`config.mk`:
```
export PLATFORM = sky130hd
export DESIGN_NAME = branch_resolver_flat
export DESIGN_NICKNAME = d
export VERILOG_FILES = /design/src/rtl/branch_resolver_pkg.sv /design/src/rtl/branch_resolver_if.sv /design/src/rtl/branch_resolver_fifo.sv /design/src/rtl/branch_resolver.sv /design/src/flat_wrapper.sv
export SDC_FILE = /design/constraint.sdc
export NUM_CORES = 1
export LEC_CHECK = 0
export BUFFER_PORTS_ARGS = -buffer_cell sky130_fd_sc_hd__buf_2
export CORE_ASPECT_RATIO = 0.7
export CORE_MARGIN = 2
export CORE_UTILIZATION = 62
export DETAILED_ROUTE_END_ITERATION = 10
export GPL_TIMING_DRIVEN = 0
export PLACE_DENSITY_LB_ADDON = 0.05
export SETUP_SLACK_MARGIN = 0.3
export SYNTH_ARGS = -nofsm -noshare
export SYNTH_HDL_FRONTEND = slang
export SYNTH_SLANG_ARGS = --single-unit
```
`constraint.sdc`:
```
create_clock -name clk -period 16.9 [get_ports clk]
set_input_delay 2.535 -clock clk [delete_from_list [all_inputs] [get_ports clk]]
set_output_delay 2.535 -clock clk [all_outputs]
set_load 0.05 [all_outputs]
```
`src/rtl/branch_resolver_pkg.sv`:
```
// Shared types for the branch resolver: FSM state, queued prediction entry
// and instruction size.
package br_pkg;

    localparam int unsigned INSTR_BYTES = 4;
    // Entry fields are sized here, so the resolver's XLEN must equal BR_XLEN.
    localparam int unsigned BR_XLEN     = 32;

    typedef enum logic {
        RUN,
        FLUSH
    } br_state_t;

    typedef struct packed {
        logic [BR_XLEN-1:0] pc;
        logic               prediction;
        logic [BR_XLEN-1:0] predicted_pc;
    } br_entry_t;

endpackage

```
`src/rtl/branch_resolver_if.sv`:
```
// Fetch/execute-facing bundle of the branch resolver. The master side is
// the pipeline that pushes predictions and resolves branches; slave is the resolver.
interface branch_resolver_if #(
    parameter int unsigned XLEN = 32
);
    logic            pred_valid;
    logic [XLEN-1:0] pred_pc;
    logic            prediction;
    logic [XLEN-1:0] predicted_pc;
    logic            pred_ready;

    logic            ex_valid;
    logic            ex_taken;
    logic [XLEN-1:0] ex_target;
    logic            ex_ready;

    logic            upd_valid;
    logic [XLEN-1:0] upd_pc;
    logic            branch_taken;
    logic [XLEN-1:0] branch_target;

    logic            flush;
    logic [XLEN-1:0] redirect_pc;

    modport master (
        output pred_valid, pred_pc, prediction, predicted_pc,
        output ex_valid, ex_taken, ex_target,
        input  pred_ready, ex_ready,
        input  upd_valid, upd_pc, branch_taken, branch_target,
        input  flush, redirect_pc
    );

    modport slave (
        input  pred_valid, pred_pc, prediction, predicted_pc,
        input  ex_valid, ex_taken, ex_target,
        output pred_ready, ex_ready,
        output upd_valid, upd_pc, branch_taken, branch_target,
        output flush, redirect_pc
    );
endinterface

```
`src/rtl/branch_resolver_fifo.sv`:
```
// In-flight prediction queue: synchronous FIFO with a clear input and
// full/empty flags. DEPTH must be a power of two.
module br_pred_fifo
    import br_pkg::*;
#(
    parameter int unsigned DEPTH = 4,
    parameter type entry_t = br_entry_t
) (
    input  logic   clk,
    input  logic   reset,
    input  logic   clear,
    input  logic   push,
    input  entry_t push_data,
    input  logic   pop,
    output entry_t head,
    output logic   full,
    output logic   empty
);
    localparam int unsigned AW = $clog2(DEPTH);
    localparam logic [AW:0] FULL_COUNT = (AW+1)'(DEPTH);

    entry_t        mem [DEPTH];
    logic [AW-1:0] wr_ptr;
    logic [AW-1:0] rd_ptr;
    logic [AW:0]   count;
    logic          do_push;
    logic          do_pop;

    assign full    = (count == FULL_COUNT);
    assign empty   = (count == '0);
    assign do_push = push && !full;
    assign do_pop  = pop && !empty;
    assign head    = mem[rd_ptr];

    always_ff @(posedge clk) begin
        if (reset || clear) begin
            wr_ptr <= '0;
            rd_ptr <= '0;
            count  <= '0;
        end else begin
            if (do_push) wr_ptr <= wr_ptr + 1'b1;
            if (do_pop)  rd_ptr <= rd_ptr + 1'b1;
            case ({do_push, do_pop})
                2'b10:   count <= count + 1'b1;
                2'b01:   count <= count - 1'b1;
                default: count <= count;
            endcase
        end
    end

    always_ff @(posedge clk) begin
        if (do_push) mem[wr_ptr] <= push_data;
    end

endmodule

```
`src/rtl/branch_resolver.sv`:
```
// Execute-stage branch resolver: checks queued predictions against actual
// outcomes, trains the predictor and flushes on mispredict. Optional
// branch/mispredict counters are built when BR_STATS_EN is defined.
module branch_resolver
    import br_pkg::*;
#(
    parameter int unsigned DEPTH = 4,
    parameter int unsigned XLEN  = BR_XLEN
) (
    input  logic                    clk,
    input  logic                    reset,
    branch_resolver_if.slave        bus
`ifdef BR_STATS_EN
    ,
    output logic [15:0]             branch_count,
    output logic [15:0]             mispredict_count
`endif
);
    br_state_t       state_q;
    br_state_t       state_d;
    br_entry_t       push_entry;
    br_entry_t       head;
    logic            full;
    logic            empty;
    logic            push;
    logic            pop;
    logic            miscompare;
    logic            mispredict;
    logic            fifo_push;
    logic [XLEN-1:0] actual_next_pc;

    always_comb begin
        push_entry              = '0;
        push_entry.pc           = bus.pred_pc;
        push_entry.prediction   = bus.prediction;
        push_entry.predicted_pc = bus.predicted_pc;
    end

    // A correct not-taken prediction never looks at predicted_pc.
    assign miscompare = (head.prediction != bus.ex_taken) ||
                        (head.prediction && bus.ex_taken &&
                         (head.predicted_pc != bus.ex_target));

    assign actual_next_pc = bus.ex_taken ? bus.ex_target
                                         : head.pc + XLEN'(INSTR_BYTES);

    always_comb begin
        state_d        = state_q;
        bus.pred_ready = 1'b0;
        bus.ex_ready   = 1'b0;
        push           = 1'b0;
        pop            = 1'b0;
        mispredict     = 1'b0;
        fifo_push      = 1'b0;
        case (state_q)
            RUN: begin
                bus.pred_ready = !reset && !full;
                bus.ex_ready   = !reset && !empty;
                push           = bus.pred_valid && bus.pred_ready;
                pop            = bus.ex_valid && bus.ex_ready;
                mispredict     = pop && miscompare;
                // A push racing a mispredicting resolve is wrong-path: drop it.
                fifo_push      = push && !mispredict;
                if (mispredict) state_d = FLUSH;
            end
            FLUSH:   state_d = RUN;
            default: state_d = RUN;
        endcase
    end

    always_ff @(posedge clk) begin
        if (reset) state_q <= RUN;
        else       state_q <= state_d;
    end

    always_ff @(posedge clk) begin
        if (reset) begin
            bus.upd_valid     <= 1'b0;
            bus.upd_pc        <= '0;
            bus.branch_taken  <= 1'b0;
            bus.branch_target <= '0;
            bus.flush         <= 1'b0;
            bus.redirect_pc   <= '0;
        end else begin
            bus.upd_valid <= pop;
            bus.flush     <= mispredict;
            if (pop) begin
                bus.upd_pc        <= head.pc;
                bus.branch_taken  <= bus.ex_taken;
                bus.branch_target <= bus.ex_target;
            end
            if (mispredict) bus.redirect_pc <= actual_next_pc;
        end
    end

    br_pred_fifo #(
        .DEPTH   (DEPTH),
        .entry_t (br_entry_t)
    ) u_fifo (
        .clk       (clk),
        .reset     (reset),
        .clear     (mispredict),
        .push      (fifo_push),
        .push_data (push_entry),
        .pop       (pop),
        .head      (head),
        .full      (full),
        .empty     (empty)
    );

`ifdef BR_STATS_EN
    always_ff @(posedge clk) begin
        if (reset) begin
            branch_count     <= '0;
            mispredict_count <= '0;
        end else begin
            if (pop && (branch_count != '1))
                branch_count <= branch_count + 1'b1;
            if (mispredict && (mispredict_count != '1))
                mispredict_count <= mispredict_count + 1'b1;
        end
    end
`endif

endmodule

```
`src/flat_wrapper.sv`:
```
// flat-port wrapper written by rule: the top's interface ports become plain ports
module branch_resolver_flat import br_pkg::*;
#(
    parameter int unsigned DEPTH = 4,
    parameter int unsigned XLEN  = BR_XLEN
)
  (clk, reset, bus_pred_valid, bus_pred_pc, bus_prediction, bus_predicted_pc, bus_ex_valid, bus_ex_taken, bus_ex_target, bus_pred_ready, bus_ex_ready, bus_upd_valid, bus_upd_pc, bus_branch_taken, bus_branch_target, bus_flush, bus_redirect_pc);
  branch_resolver_if #(.XLEN(XLEN)) bus_i ();
  input  logic clk;
  input  logic reset;
  input wire logic [$bits(bus_i.pred_valid)-1:0] bus_pred_valid;
  input wire logic [$bits(bus_i.pred_pc)-1:0] bus_pred_pc;
  input wire logic [$bits(bus_i.prediction)-1:0] bus_prediction;
  input wire logic [$bits(bus_i.predicted_pc)-1:0] bus_predicted_pc;
  input wire logic [$bits(bus_i.ex_valid)-1:0] bus_ex_valid;
  input wire logic [$bits(bus_i.ex_taken)-1:0] bus_ex_taken;
  input wire logic [$bits(bus_i.ex_target)-1:0] bus_ex_target;
  output wire logic [$bits(bus_i.pred_ready)-1:0] bus_pred_ready;
  output wire logic [$bits(bus_i.ex_ready)-1:0] bus_ex_ready;
  output wire logic [$bits(bus_i.upd_valid)-1:0] bus_upd_valid;
  output wire logic [$bits(bus_i.upd_pc)-1:0] bus_upd_pc;
  output wire logic [$bits(bus_i.branch_taken)-1:0] bus_branch_taken;
  output wire logic [$bits(bus_i.branch_target)-1:0] bus_branch_target;
  output wire logic [$bits(bus_i.flush)-1:0] bus_flush;
  output wire logic [$bits(bus_i.redirect_pc)-1:0] bus_redirect_pc;
  assign bus_i.pred_valid = bus_pred_valid;
  assign bus_i.pred_pc = bus_pred_pc;
  assign bus_i.prediction = bus_prediction;
  assign bus_i.predicted_pc = bus_predicted_pc;
  assign bus_i.ex_valid = bus_ex_valid;
  assign bus_i.ex_taken = bus_ex_taken;
  assign bus_i.ex_target = bus_ex_target;
  assign bus_pred_ready = bus_i.pred_ready;
  assign bus_ex_ready = bus_i.ex_ready;
  assign bus_upd_valid = bus_i.upd_valid;
  assign bus_upd_pc = bus_i.upd_pc;
  assign bus_branch_taken = bus_i.branch_taken;
  assign bus_branch_target = bus_i.branch_target;
  assign bus_flush = bus_i.flush;
  assign bus_redirect_pc = bus_i.redirect_pc;
  branch_resolver #(.DEPTH(DEPTH), .XLEN(XLEN)) u_core (.clk(clk), .reset(reset), .bus(bus_i));
endmodule
```
Yosys cells after proc, flatten, opt, wreduce, memory -nomap -nowiden
Memories as Yosys holds them, arrays and structs flattened. A register that Yosys moved wholly into a read port is not among the register bits.
Index checks and enable logic that the tools add are counted.
{"block": "totals", "reg_bits": 107, "latch_bits": 0, "ramBits": 260, "mem_count": 1, "wordCells": 53, "output_inout_bits": 101, "mem_bits_ro": 0, "inputBits": 102}
{"block": "classes", "mux": 13, "n_div": 0, "magnitude_cmp": 0, "eq_ne": 5, "multipliers": 0, "reduce_logical": 18, "addsub": 5, "bitwise_logic": 1, "shifts": 0}
{"name": "u_core.u_fifo.mem", "depth": 4, "word_bits": 65, "read_ports": 1, "rd_clocked_by_memory_dff": 1, "write_ports": 1, "line_no": "branch_resolver_fifo.sv:22", "source": "entry_t mem [DEPTH];"}
{"operator": "32-bit by 3-bit adder with 32-bit output (second input constant)", "count": 1}
{"operator": "32-bit 2-to-1 mux", "count": 1}
{"operator": "32-bit inequality test", "count": 1}
{"operator": "1-bit logical AND", "count": 10}
{"operator": "1-bit 2-to-1 mux", "count": 8}
{"operator": "3-bit one-hot mux with 2 select lines", "count": 1}
{"operator": "2-bit by 1-bit adder with 2-bit output (second input constant)", "count": 2}
{"operator": "1-bit logical NOT", "count": 4}
{"operator": "2-bit 2-to-1 mux", "count": 2}
{"operator": "3-bit by 1-bit adder with 3-bit output (second input constant)", "count": 1}
{"operator": "3-bit == test (second input constant)", "count": 1}
{"operator": "3-bit logical NOT", "count": 1}
{"operator": "3-bit by 1-bit subtractor with 3-bit output (second input constant)", "count": 1}
{"operator": "2-bit by 1-bit == test with 1-bit output (second input constant)", "count": 1}
{"operator": "2-bit == test (second input constant)", "count": 1}
{"operator": "1-bit logical OR", "count": 2}
{"operator": "1-bit one-hot mux with 2 select lines", "count": 1}
{"operator": "2-bit nonzero test", "count": 1}
{"operator": "1-bit inequality test", "count": 1}
{"operator": "1-bit inverter", "count": 1}

Depth between registers and ports, before layout
Gate-level depths: netlist of the first run.
{"block": "depth", "ltp_word": 11, "mapped_depth": 15, "mapped_depth_nobuf": 13}

Hierarchy
From an unflattened synthesis of the first run, not the netlist that was laid out.
{"block": "hier_totals", "hier_cells": 980, "area_unflattened_um2": 14620.3}
{"mod": "br_pred_fifo", "seq_area_each_um2": 7987.7, "area_per_inst_um2": 9851.9, "instances": 1, "cells_each": 395}
{"mod": "branch_resolver", "seq_area_each_um2": 1981.9, "area_per_inst_um2": 4768.3, "instances": 1, "cells_each": 585}

Least setup slack after synthesis of the first run
No wires, ideal clock.
{"block": "synth_timing", "kind": "input to register", "from": "input port reset", "to": "memory u_core.u_fifo.mem[0][0] (netlist bit), enable pin", "arrival_ps": 9039, "path_stages": 4, "path_slack_ps": 7279, "setup_time_ps": 582, "required_ps": 16318, "path_buffers": 0, "path_cell_list": "a311oi_1 > and2_1 > nand2_1 > nor3b_1"}
{"block": "synth_between", "elab_chain_cells": 10}
{"item": "from (decl)", "line_no": "flat_wrapper.sv:10", "source": "input logic reset;"}
{"item": "1-bit logical NOT (*)", "line_no": "branch_resolver.sv:57, branch_resolver.sv:58"}
{"item": "1-bit logical AND", "line_no": "branch_resolver.sv:58", "source": "bus.ex_ready = !reset && !empty;"}
{"item": "1-bit logical AND", "line_no": "branch_resolver.sv:60", "source": "pop = bus.ex_valid && bus.ex_ready;"}
{"item": "1-bit logical AND", "line_no": "branch_resolver.sv:61", "source": "mispredict = pop && miscompare;"}
{"item": "1-bit logical NOT", "line_no": "branch_resolver.sv:63", "source": "fifo_push = push && !mispredict;"}
{"item": "1-bit logical AND (*)", "line_no": "branch_resolver.sv:63"}
{"item": "1-bit 2-to-1 mux (*)", "line_no": "branch_resolver.sv:55", "source": "case (state_q)"}
{"item": "1-bit logical AND (*)", "line_no": "branch_resolver_fifo.sv:31", "source": "assign do_push = push && !full;"}
{"item": "1-bit 2-to-1 mux (*)", "line_no": "branch_resolver_fifo.sv:52", "source": "if (do_push) mem[wr_ptr] <= push_data;"}
{"item": "1-bit 2-to-1 mux (implied by the code) (*)", "line_no": "branch_resolver_fifo.sv:52"}
{"item": "to (decl)", "line_no": "branch_resolver_fifo.sv:22"}
Mark *: on every way between the ends. The rest lies on a longest branch, timed or not.

Worst setup path in the final report of the first run
{"block": "layout_timing", "from": "input port reset", "to": "output port bus_ex_ready"}
{"block": "layout_between", "elab_chain_cells": 3}
{"item": "1-bit logical NOT", "line_no": "branch_resolver.sv:58"}
{"item": "1-bit logical AND", "line_no": "branch_resolver.sv:58"}
{"item": "1-bit 2-to-1 mux", "line_no": "branch_resolver.sv:55"}
{"item": "to (decl)", "line_no": "flat_wrapper.sv:19", "source": "output wire logic [$bits(bus_i.ex_ready)-1:0] bus_ex_ready;"}
No other way between the ends.

==> results.py, run 1 <==
metrics = {
    "synth": {
        "yosysTopAreaCellShare": 0.529,
        "synth_cell_types": 48,
        "async_flop_share": 0,
        "yosysTopAreaCell": "edfxtp_1",
        "syn-num-nets": 1108,
        "synth_sequential_area_ratio": 0.676,
        "synth-warning-count": 0,
        "synth_area_leaders": "edfxtp_1, dfxtp_1, mux4_2",
        "syn_inst": 998,
        "synth_ff_type": "edfxtp_1",
        "synth_area_per_cell_um2": 14.8,
        "synth_edf_count": 260,
        "syn-cell-area_mm2": 0.0148,
        "ys_seq_elements": 368,
    },
    "clock_network": {
        "cts_sinks": 368,
        "postCtsHoldBufs": 0,
        "insertion_delay_ns": 0.51,
        "cts_tree": "built",
        "htree_levels": 2,
        "root_buffer": "clkbuf_16",
        "clockBufferDepth": 3,
        "clk_pin_slew_ns": 0.06,
        "post_cts_buffers": 0,
        "ctsResizeCount": 0,
        "cts_buffers": 35,
    },
    "die": {
        "dieWidth_um": 188,
        "die_area_mm2": 0.0251,
        "die_h_um": 133,
        "ios": 203,
        "initial_core_util": 0.627,
        "rows": 47,
        "core_area_mm2": 0.0235,
    },
    "worst_hold_path": {
        "min_to": "u_core.bus.branch_target[14]",
        "min-delay-start": "u_core.bus.branch_target[14]",
        "hold_path_depth": 2,
        "min_path_type": "flip-flop to flip-flop",
    },
    "grt": {
        "grt_use_total": 0.303,
        "grt_overflow": 0,
        "grt_pass1_wl_um": 55900,
        "grt_max_degree": 17,
        "antenna_found_initial": 4,
        "grt_pass1_vias": 9321,
    },
    "place": {
        "finalWeightedCongestion": 0.853,
        "pre_cts_ws_ns": 10.20,
        "hpwlAfterDp_um": 27500,
        "io_buffers": 202,
    },
    "sta": {
        "fin_ws_ns": 10.11,
        "drv_slew": 0,
        "period_minus_slack_ns": 6.79,
        "rsz0062_at_grt": "no",
        "skew_ns": 0.0121,
        "tns_ns": 0,
        "finalSetupViolations": 0,
        "fmax_ghz": 0.147,
        "fin_crit_sh": 0.402,
        "tightest_slew_ns": 0.980,
        "finalHoldViolCount": 0,
        "maxSlewHeadroom": 0.342,
    },
    "critical_path": {
        "cp.arrival_ns": 4.25,
        "crit_type": "input port to output port",
        "r2r_end": "u_core.u_fifo.mem[0][37]",
        "required_ns": 14.37,
        "crit_fanout": 10,
        "start_kind": "input port",
        "worst_setup_path_end_kind": "output port",
        "r2r_setup_slack_ns": 12.48,
        "rr_worst_depth": 12,
    },
    "route": {
        "firstDrtPassIters": 6,
        "wl_met1_um": 16300,
        "avgRoutedWirePerCell_um": 23.4,
        "top_layer_used": "met4",
        "via_count": 9511,
        "viasPerCell": 5.90,
        "drcViolationCount": 0,
        "drt_iter0_markers": 1118,
        "ant_nets": 0,
        "wl_um": 37600,
        "met2RoutedLength_um": 17300,
        "dr_wl_met3_um": 3340,
    },
    "power_and_ir_drop": {
        "total_leakage_power_nw": 6.42,
        "power-per-cell-area_mw_per_mm2": 119,
        "power_frac_clock": 0.383,
        "seqPwrFrac": 0.485,
        "p_int_w": 0.00157,
        "sw_frac_of_total": 0.250,
        "combinationalPowerShare": 0.132,
        "p_switching_w": 0.000525,
        "worst_ir_drop_vdd_uv": 86.0,
    },
    "cells_and_area": {
        "multi_input_area_mm2": 0.00446,
        "final_cell_mix": "edfxtp_1, buf_2, nand2_1",
        "register_area_mm2": 0.00997,
        "fillers": 1516,
        "area_delta_synth_final_pct": 19.9,
        "layout.nets": 1373,
        "final_common_cell": "edfxtp_1",
        "layout-drive-gt1-share": 0.311,
    },
    "run": {
        "drv_cap": 0,
    },
    "run_status": {
        "status": "completed",
    },
}
critical path: stages:
cell      delay, ns
buf_2          0.13
clkbuf_1       0.50
clkbuf_1       0.66
nor3_1         0.16
buf_2          0.26
how the worst max path moves through the flow:
stage                 startpoint                        to  depth (start not counted)
2_1_floorplan              reset   u_core.u_fifo.mem[0][0]                          4
4_1_cts                    reset              bus_ex_ready                          5
3_5_place_dp               reset              bus_ex_ready                          5
5_1_grt                    reset              bus_ex_ready                          5
6_report                   reset              bus_ex_ready                          5
3_3_place_gp   bus_ex_target[19]  u_core.u_fifo.mem[0][38]                          6
power by group through the flow:
stage / Clock [W] / Sequential, W / Combinational [W]
CTS: 0.000809 / 0.00102 / 0.000275
finish: 0.000803 / 0.00102 / 0.000276
global route: 0.000842 / 0.00102 / 0.000293
detailed placement: 0 / 0.00104 / 0.000273
floorplan: 0 / 0.00109 / 0.000129
global placement: 0 / 0.00104 / 0.000262
per-stage QoR:
step	total power, W	instances	util	cell area (um^2)	hold WS, ns
6_report	0.00210	1611	0.752	17700	0.453
5_1_grt	0.00215	1607	0.751	17700	0.467
4_1_cts	0.00210	1607	0.751	17700	0.452
3_5_place_dp	0.00131	1544	0.701	16500	0.443
3_3_place_gp	0.00130	1518	0.687	16200	0.440
2_1_floorplan	0.00122	998	-	14800	0.471
layout make-up:
cell class	instances	share of cell area
diodes	4	0.000566
plain buffers	55	0.0166
multi-input cells	561	0.252
well taps	318	0.0225
clock buffers	44	0.0556
repair buffers	228	0.0741
clock inverters	19	0.0119
inverters	14	0.00297
flip-flops and latches	368	0.564
cell usage after synthesis (2+ instances only):
cell type	n
nor2b_1	18
nand4_1	15
mux2i_1	23
buf_6	7
inv_1	14
nor4_2	9
mux4_2	65
buf_4	3
xor2_1	8
nand2b_1	2
nor2_1	18
dfxtp_1	108
nor3_1	9
nor4_1	2
and3_1	7
and2_1	3
and4_1	2
o21ai_1	3
a21oi_1	76
edfxtp_1	260
o21ai_0	12
xnor2_1	53
nor3b_1	6
nand3b_1	2
buf_1	5
o21a_1	2
ha_1	7
o41ai_1	2
mux2_2	17
clkbuf_1	29
nand2_1	178
nand3_1	8
buf_2	10
cell families after synthesis:
| group | Yosys count | share of synthesized area |
|---|---|---|
| flops | 368 | 0.676 |
| simple gates | 284 | 0.0915 |
| mux | 105 | 0.128 |
| compound gates | 103 | 0.0379 |
| buf+inv | 69 | 0.0235 |
| xor+xnor | 61 | 0.0362 |
| fa+ha+maj | 8 | 0.00729 |
flip-flops by register name (all words and copies together) (netlist names), named ones only:
register / flops
u_core.u_fifo.mem: 260
u_core.bus.branch_target: 32
u_core.bus.redirect_pc: 32
u_core.bus.upd_pc: 32
u_core.u_fifo.count: 3
u_core.u_fifo.rd_ptr: 2
u_core.u_fifo.wr_ptr: 2
u_core.bus.branch_taken: 1
u_core.bus.flush: 1
u_core.bus.upd_valid: 1
routing by layer:
| layer | vias up | GRT usage |
|---|---|---|
| li1 | 4238 | - |
| met1 | 4757 | 0.453 |
| met2 | 456 | 0.467 |
| met3 | 60 | 0.0602 |
| met4 | 0 | 0.0768 |
| met5 | - | 0 |
(Power assumes the default switching activity.)
==> run 2, diff against run 1 <==
Settings changed: ABC_AREA set to 1, CORE_UTILIZATION 62 to 58.
Clock period 16.9 ns to 7.1 ns, I/O delays scaled along.
==> results.py, run 2 <==
metrics = {
    "run_status": {
        "status": "completed",
    },
    "die": {
        "core_area_mm2": 0.0265,
        "die_h_um": 141,
        "initial_core_util": 0.585,
        "die_area_mm2": 0.0281,
        "dieWidth_um": 200,
        "rows": 50,
        "ios": 203,
    },
    "worst_hold_path": {
        "min_to": "u_core.bus.redirect_pc[17]",
        "min-delay-start": "u_core.bus.redirect_pc[17]",
        "min_path_type": "flip-flop to flip-flop",
        "hold_path_depth": 2,
    },
    "cells_and_area": {
        "largest_reg_flops": 260,
        "final_util": 0.690,
        "fillers": 2071,
        "area_delta_synth_final_pct": 17.9,
        "multi_input_area_mm2": 0.00478,
        "final_cell_mix": "nand2_1, edfxtp_1, buf_2",
        "top_register": "u_core.u_fifo.mem",
        "layout-drive-gt1-share": 0.199,
        "layout.nets": 1886,
        "layout.cells.non_filler": 2168,
        "register_area_mm2": 0.00997,
        "final_common_cell": "nand2_1",
    },
    "sta": {
        "holdWs_ns": 0.448,
        "fmax_ghz": 0.237,
        "rsz0062_at_grt": "no",
        "finalSetupViolations": 0,
        "maxSlewHeadroom": 0.295,
        "tightest_slew_ns": 1.05,
        "drv_slew": 0,
        "fin_crit_sh": 0.595,
        "period_minus_slack_ns": 4.22,
        "finalHoldViolCount": 0,
        "skew_ns": 0.0175,
    },
    "critical_path": {
        "worst_setup_path_end_kind": "flip-flop",
        "cpLargestDelayFamily": "buffers and inverters",
        "required_ns": 7.52,
        "cp.arrival_ns": 4.65,
        "crit_type": "input port to flip-flop",
        "critPathMaxStageDelay_ns": 0.82,
        "r2r_setup_slack_ns": 3.06,
        "cp_cell_sequence": "buf_2, a31oi_1, nand2_1, nor2_1, clkbuf_1, clkbuf_1, ha_1, inv_1, fa_1, a21oi_1, o21ai_0, xor2_1, nor2_1",
        "r2r_end": "u_core.u_fifo.count[2]",
        "reg2reg_from": "u_core.u_fifo.count[0]",
        "critPathBufInv": 4,
        "slowest_stage": "nor2_1",
        "rr_worst_depth": 13,
        "start_kind": "input port",
        "crit_fanout": 10,
    },
    "run": {
        "drv_cap": 0,
    },
    "power_and_ir_drop": {
        "p_int_w": 0.00370,
        "sw_frac_of_total": 0.288,
        "power-per-cell-area_mw_per_mm2": 284,
        "seqPwrFrac": 0.473,
        "total_leakage_power_nw": 7.60,
        "combinationalPowerShare": 0.174,
        "power_frac_clock": 0.354,
        "worst_ir_drop_vdd_uv": 218,
        "p_switching_w": 0.00149,
        "totalPowerFinal_w": 0.00519,
    },
    "route": {
        "ant_nets": 0,
        "viasPerCell": 5.61,
        "wl_um": 44400,
        "drt_iter0_markers": 1110,
        "via_count": 12200,
        "avgRoutedWirePerCell_um": 20.5,
        "firstDrtPassIters": 5,
        "drcViolationCount": 0,
    },
    "synth": {
        "async_flop_share": 0,
        "syn_inst": 1529,
        "synthMostInstantiatedCell": "nand2_1",
        "synth_area_per_cell_um2": 10.2,
        "syn-num-nets": 1639,
        "synth_commonest_cells": "nand2_1, edfxtp_1, nand3_1",
        "syn-cell-area_mm2": 0.0155,
        "synth_cell_types": 49,
        "yosysTopAreaCell": "edfxtp_1",
        "yosysTopAreaCellShare": 0.503,
        "synth_sequential_area_ratio": 0.642,
        "ys_seq_elements": 368,
        "synth_ff_type": "edfxtp_1",
        "synth-warning-count": 0,
        "synth_area_leaders": "edfxtp_1, dfxtp_1, nand2_1",
        "synth_edf_count": 260,
    },
    "clock_network": {
        "htree_levels": 2,
        "clk_pin_slew_ns": 0.07,
        "postCtsHoldBufs": 0,
        "cts_buffers": 35,
        "ctsResizeCount": 0,
        "insertion_delay_ns": 0.53,
        "root_buffer": "clkbuf_16",
        "clockBufferDepth": 3,
        "cts_tree": "built",
        "cts_sinks": 368,
        "post_cts_buffers": 0,
    },
    "place": {
        "hpwlAfterDp_um": 32300,
        "dp.cells": 2103,
        "io_buffers": 202,
        "finalWeightedCongestion": 0.935,
    },
    "grt": {
        "antenna_found_initial": 2,
        "grt_use_total": 0.319,
        "grt_pass1_wl_um": 65500,
        "grt_pass1_vias": 10900,
        "grt_max_degree": 28,
        "grt_overflow": 0,
    },
}
-- run 2: changes by cell type after synthesis, sizes merged, moves of 25 or more --
| cell | change |
|---|---|
| nor2 | +71 |
| nand3 | +164 |
| nand2 | +325 |
| xnor2 | -49 |
| mux4 | -65 |
| buf | +25 |
| o21ai | +77 |
| inv | +59 |
-- run 2: cells by family after synthesis --
logic type | synth area share
simple gates | 0.222
fa+ha+maj | 0.00693
xor+xnor | 0.00790
flops | 0.642
buf+inv | 0.0516
compound gates | 0.0695
-- run 2: final cells by class --
cell class	count	share of cell area
plain buffers	75	0.0280
flip-flops and latches	368	0.545
clock inverters	11	0.00534
clock buffers	52	0.0553
diodes	2	0.000274
repair buffers	210	0.0640
well taps	364	0.0249
inverters	75	0.0157
multi-input cells	1011	0.261
-- run 2: worst register-to-register path, stage by stage (launching register included) --
cell and delay [ns]:
dfxtp_1 0.34, inv_1 0.10, a31oi_1 0.22, nand2_1 0.14
nor2_1 0.82, clkbuf_1 0.54, clkbuf_1 0.60, ha_1 0.27
inv_1 0.07, fa_1 0.37, a21oi_1 0.14, o21ai_0 0.11
xor2_1 0.15, nor2_1 0.06
-- run 2: power by group through the flow --
| stage | Combinational (W) | Sequential, W | Clock [W] |
|---|---|---|---|
| 2_1_floorplan | 0.000396 | 0.00269 | 0 |
| 3_3_place_gp | 0.000865 | 0.00250 | 0 |
| 3_5_place_dp | 0.000887 | 0.00250 | 0 |
| 4_1_cts | 0.000892 | 0.00245 | 0.00184 |
| 5_1_grt | 0.000969 | 0.00246 | 0.00194 |
| 6_report | 0.000902 | 0.00245 | 0.00183 |
-- run 2: per-stage QoR --
| stage | TNS (ns) | worst slack, ns | cell area (um^2) |
|---|---|---|---|
| 2_1_floorplan | 0 | 1.09 | 15500 |
| 3_3_place_gp | -258.24 | -1.08 | 17000 |
| 3_5_place_dp | 0 | 2.43 | 17200 |
| 4_1_cts | 0 | 2.98 | 18300 |
| 5_1_grt | 0 | 2.65 | 18300 |
| 6_report | 0 | 2.88 | 18300 |
-- run 2: per-layer routing --
| layer | GRT usage | wire [um] |
|---|---|---|
| met1 | 0.500 | 20100 |
| met4 | 0.0850 | 1000 |
| met3 | 0.0627 | 4600 |
| met5 | 0 | 0 |
| met2 | 0.455 | 18800 |
-- run 2: worst max-delay path by stage --
stage / start / depth (start not counted) / endpoint / slack (ns)
3_5_place_dp: reset / 13 / u_core.u_fifo.count[2] / 2.43
4_1_cts: reset / 13 / u_core.u_fifo.count[2] / 2.98
3_3_place_gp: bus_ex_target[4] / 14 / u_core.u_fifo.mem[2][34] / -1.08
2_1_floorplan: reset / 4 / u_core.u_fifo.mem[0][0] / 1.09
5_1_grt: reset / 13 / u_core.u_fifo.count[2] / 2.65
6_report: reset / 13 / u_core.u_fifo.count[2] / 2.88
==> run 3, diff against run 2 <==
Clock period 7.1 ns to 4.16 ns, I/O delays scaled along.
==> results.py, run 3 (same netlist as run 2, synthesis figures left out) <==
metrics = {
    "place": {
        "hpwlAfterDp_um": 32400,
        "finalWeightedCongestion": 0.926,
        "dp.cells": 2103,
        "io_buffers": 202,
        "dpl_cell_area_mm2": 0.0172,
        "pre_cts_ws_ns": -0.00358,
    },
    "cells_and_area": {
        "area_delta_synth_final_pct": 18.8,
        "final_common_cell": "nand2_1",
        "final_cell_mix": "nand2_1, edfxtp_1, buf_2",
        "largest_reg_flops": 260,
        "layout.nets": 1897,
        "multi_input_area_mm2": 0.00480,
        "final_area_mm2": 0.0184,
        "layout.cells.non_filler": 2177,
        "top_register": "u_core.u_fifo.mem",
        "fillers": 2101,
        "register_area_mm2": 0.00997,
        "layout-drive-gt1-share": 0.210,
        "num_antenna_cells": 0,
    },
    "power_and_ir_drop": {
        "totalPowerFinal_w": 0.00895,
        "total_leakage_power_nw": 7.69,
        "worst_ir_drop_vdd_uv": 445,
        "power-per-cell-area_mw_per_mm2": 485,
    },
    "die": {
        "die_area_mm2": 0.0281,
        "initial_core_util": 0.585,
        "rows": 50,
        "die_h_um": 141,
        "core_area_mm2": 0.0265,
        "ios": 203,
        "dieWidth_um": 200,
    },
    "clock_network": {
        "clk_pin_slew_ns": 0.06,
        "root_buffer": "clkbuf_16",
        "insertion_delay_ns": 0.53,
        "cts_buffers": 35,
        "clockBufferDepth": 3,
        "cts_tree": "built",
        "cts_sinks": 368,
        "htree_levels": 2,
    },
    "sta": {
        "skew_ns": 0.0200,
        "maxSlewHeadroom": 0.516,
        "finalHoldViolCount": 0,
        "rsz0062_at_grt": "no",
        "fin_crit_sh": 0.883,
        "drv_slew": 0,
        "fmax_ghz": 0.272,
        "holdWs_ns": 0.310,
        "fin_ws_ns": 0.487,
        "finalSetupViolations": 0,
        "tightest_slew_ns": 0.726,
        "period_minus_slack_ns": 3.67,
    },
    "worst_hold_path": {
        "hold_path_depth": 1,
        "min_to": "u_core.u_fifo.mem[0][6]",
        "min_path_type": "input port to flip-flop",
        "min-delay-start": "bus_predicted_pc[6]",
    },
    "critical_path": {
        "crit_fanout": 26,
        "crit_type": "flip-flop to flip-flop",
        "cp.arrival_ns": 3.89,
        "r2r_end": "u_core.u_fifo.mem[2][33]",
        "r2r_setup_slack_ns": 0.49,
        "rr_worst_depth": 18,
        "start_kind": "flip-flop",
        "worst_setup_path_end_kind": "flip-flop",
        "required_ns": 4.37,
    },
    "route": {
        "firstDrtPassIters": 6,
        "ant_nets": 0,
        "drcViolationCount": 0,
        "via_count": 12200,
        "viasPerCell": 5.60,
        "wl_um": 44800,
        "avgRoutedWirePerCell_um": 20.6,
        "drt_iter0_markers": 1487,
    },
    "grt": {
        "grt_use_total": 0.318,
        "grt_pass1_wl_um": 65600,
        "gr-usage-met2": 0.458,
        "antenna_found_initial": 3,
        "grt_overflow": 0,
        "grtUsageMet3": 0.0589,
        "grt_util_met1": 0.500,
        "grt_pass1_vias": 10900,
        "busiest_layer": "met1",
        "grt_max_degree": 27,
    },
    "run": {
        "drv_cap": 0,
    },
    "run_status": {
        "status": "completed",
    },
}
run 3: cell types whose count changed in the layout (fill, tap and decap cells not counted), moves of 2 or more:
cell        previous run  this run
clkinv_2               4         8
clkinvlp_4             0         2
clkinv_1               7         3
clkbuf_1              36        31
buf_4                  5        14
nor2_2                 5         7
diode_2                2         0
run 3: worst max-delay path by stage:
stage               startpoint                        to  slack, ns
global placement     flip-flop  u_core.u_fifo.mem[3][34]      -1.82
global route         flip-flop    u_core.u_fifo.count[2]       0.35
CTS                  flip-flop  u_core.u_fifo.mem[0][63]       0.33
finish               flip-flop  u_core.u_fifo.mem[2][33]       0.49
detailed placement       reset    u_core.u_fifo.count[2]     -0.004
floorplan                reset   u_core.u_fifo.mem[0][0]      -0.37
run 3: what timing repair did:
| item | 4_1_cts | 5_1_grt |
|---|---|---|
| pin swaps | 0 | 1 |
| resized for setup | 1 | 4 |
| hold buffers | 0 | 0 |
| endpoints found under the setup margin | 1 | 195 |
| cloned | 0 | 1 |
| buffers inserted | 0 | 10 |
| hold endpoints to repair | 0 | 0 |
run 3: layer usage:
metal	part of all wire	vias to the layer above
li1	-	5747
met1	0.44	5736
met2	0.43	637
met3	0.11	66
met4	0.021	4
met5	0.00069	-
run 3: critical path: stages (launching register included):
cell and delay, ns:
dfxtp_1 0.29, buf_4 0.18, inv_4 0.13, buf_2 0.28, nand3_1 0.14, nand2_1 0.09, nand2_1 0.04, nand2_1 0.24
nand3_1 0.11, nor2_1 0.14, nand2_1 0.07, nor2_1 0.09, nand2_1 0.07, nand2_1 0.06, nand2_1 0.16, nand2_1 0.20
nand2_4 0.16, nor2_4 0.57, buf_12 0.29
run 3: report_power, final:
| group | switching (W) | internal, W | total, W |
|---|---|---|---|
| sequential | 0.0000834 | 0.00410 | 0.00419 |
| combinational | 0.00115 | 0.000403 | 0.00156 |
| clock | 0.00133 | 0.00187 | 0.00320 |
| total | 0.00256 | 0.00638 | 0.00895 |
run 3: through the flow:
step / TNS [ns] / util
after floorplan: -95.12 / -
after global placement: -455.18 / 0.641
after detailed placement: -0.00358 / 0.648
after CTS: 0 / 0.691
after global routing: 0 / 0.695
final: 0 / 0.695
run 3: final cells by class:
cell class | count | share of cell area
clock buffers | 48 | 0.0541
well taps | 364 | 0.0247
multi-input cells | 1012 | 0.260
clock inverters | 15 | 0.00848
flip-flops and latches | 368 | 0.541
repair buffers | 220 | 0.0683
inverters | 75 | 0.0156
plain buffers | 75 | 0.0279
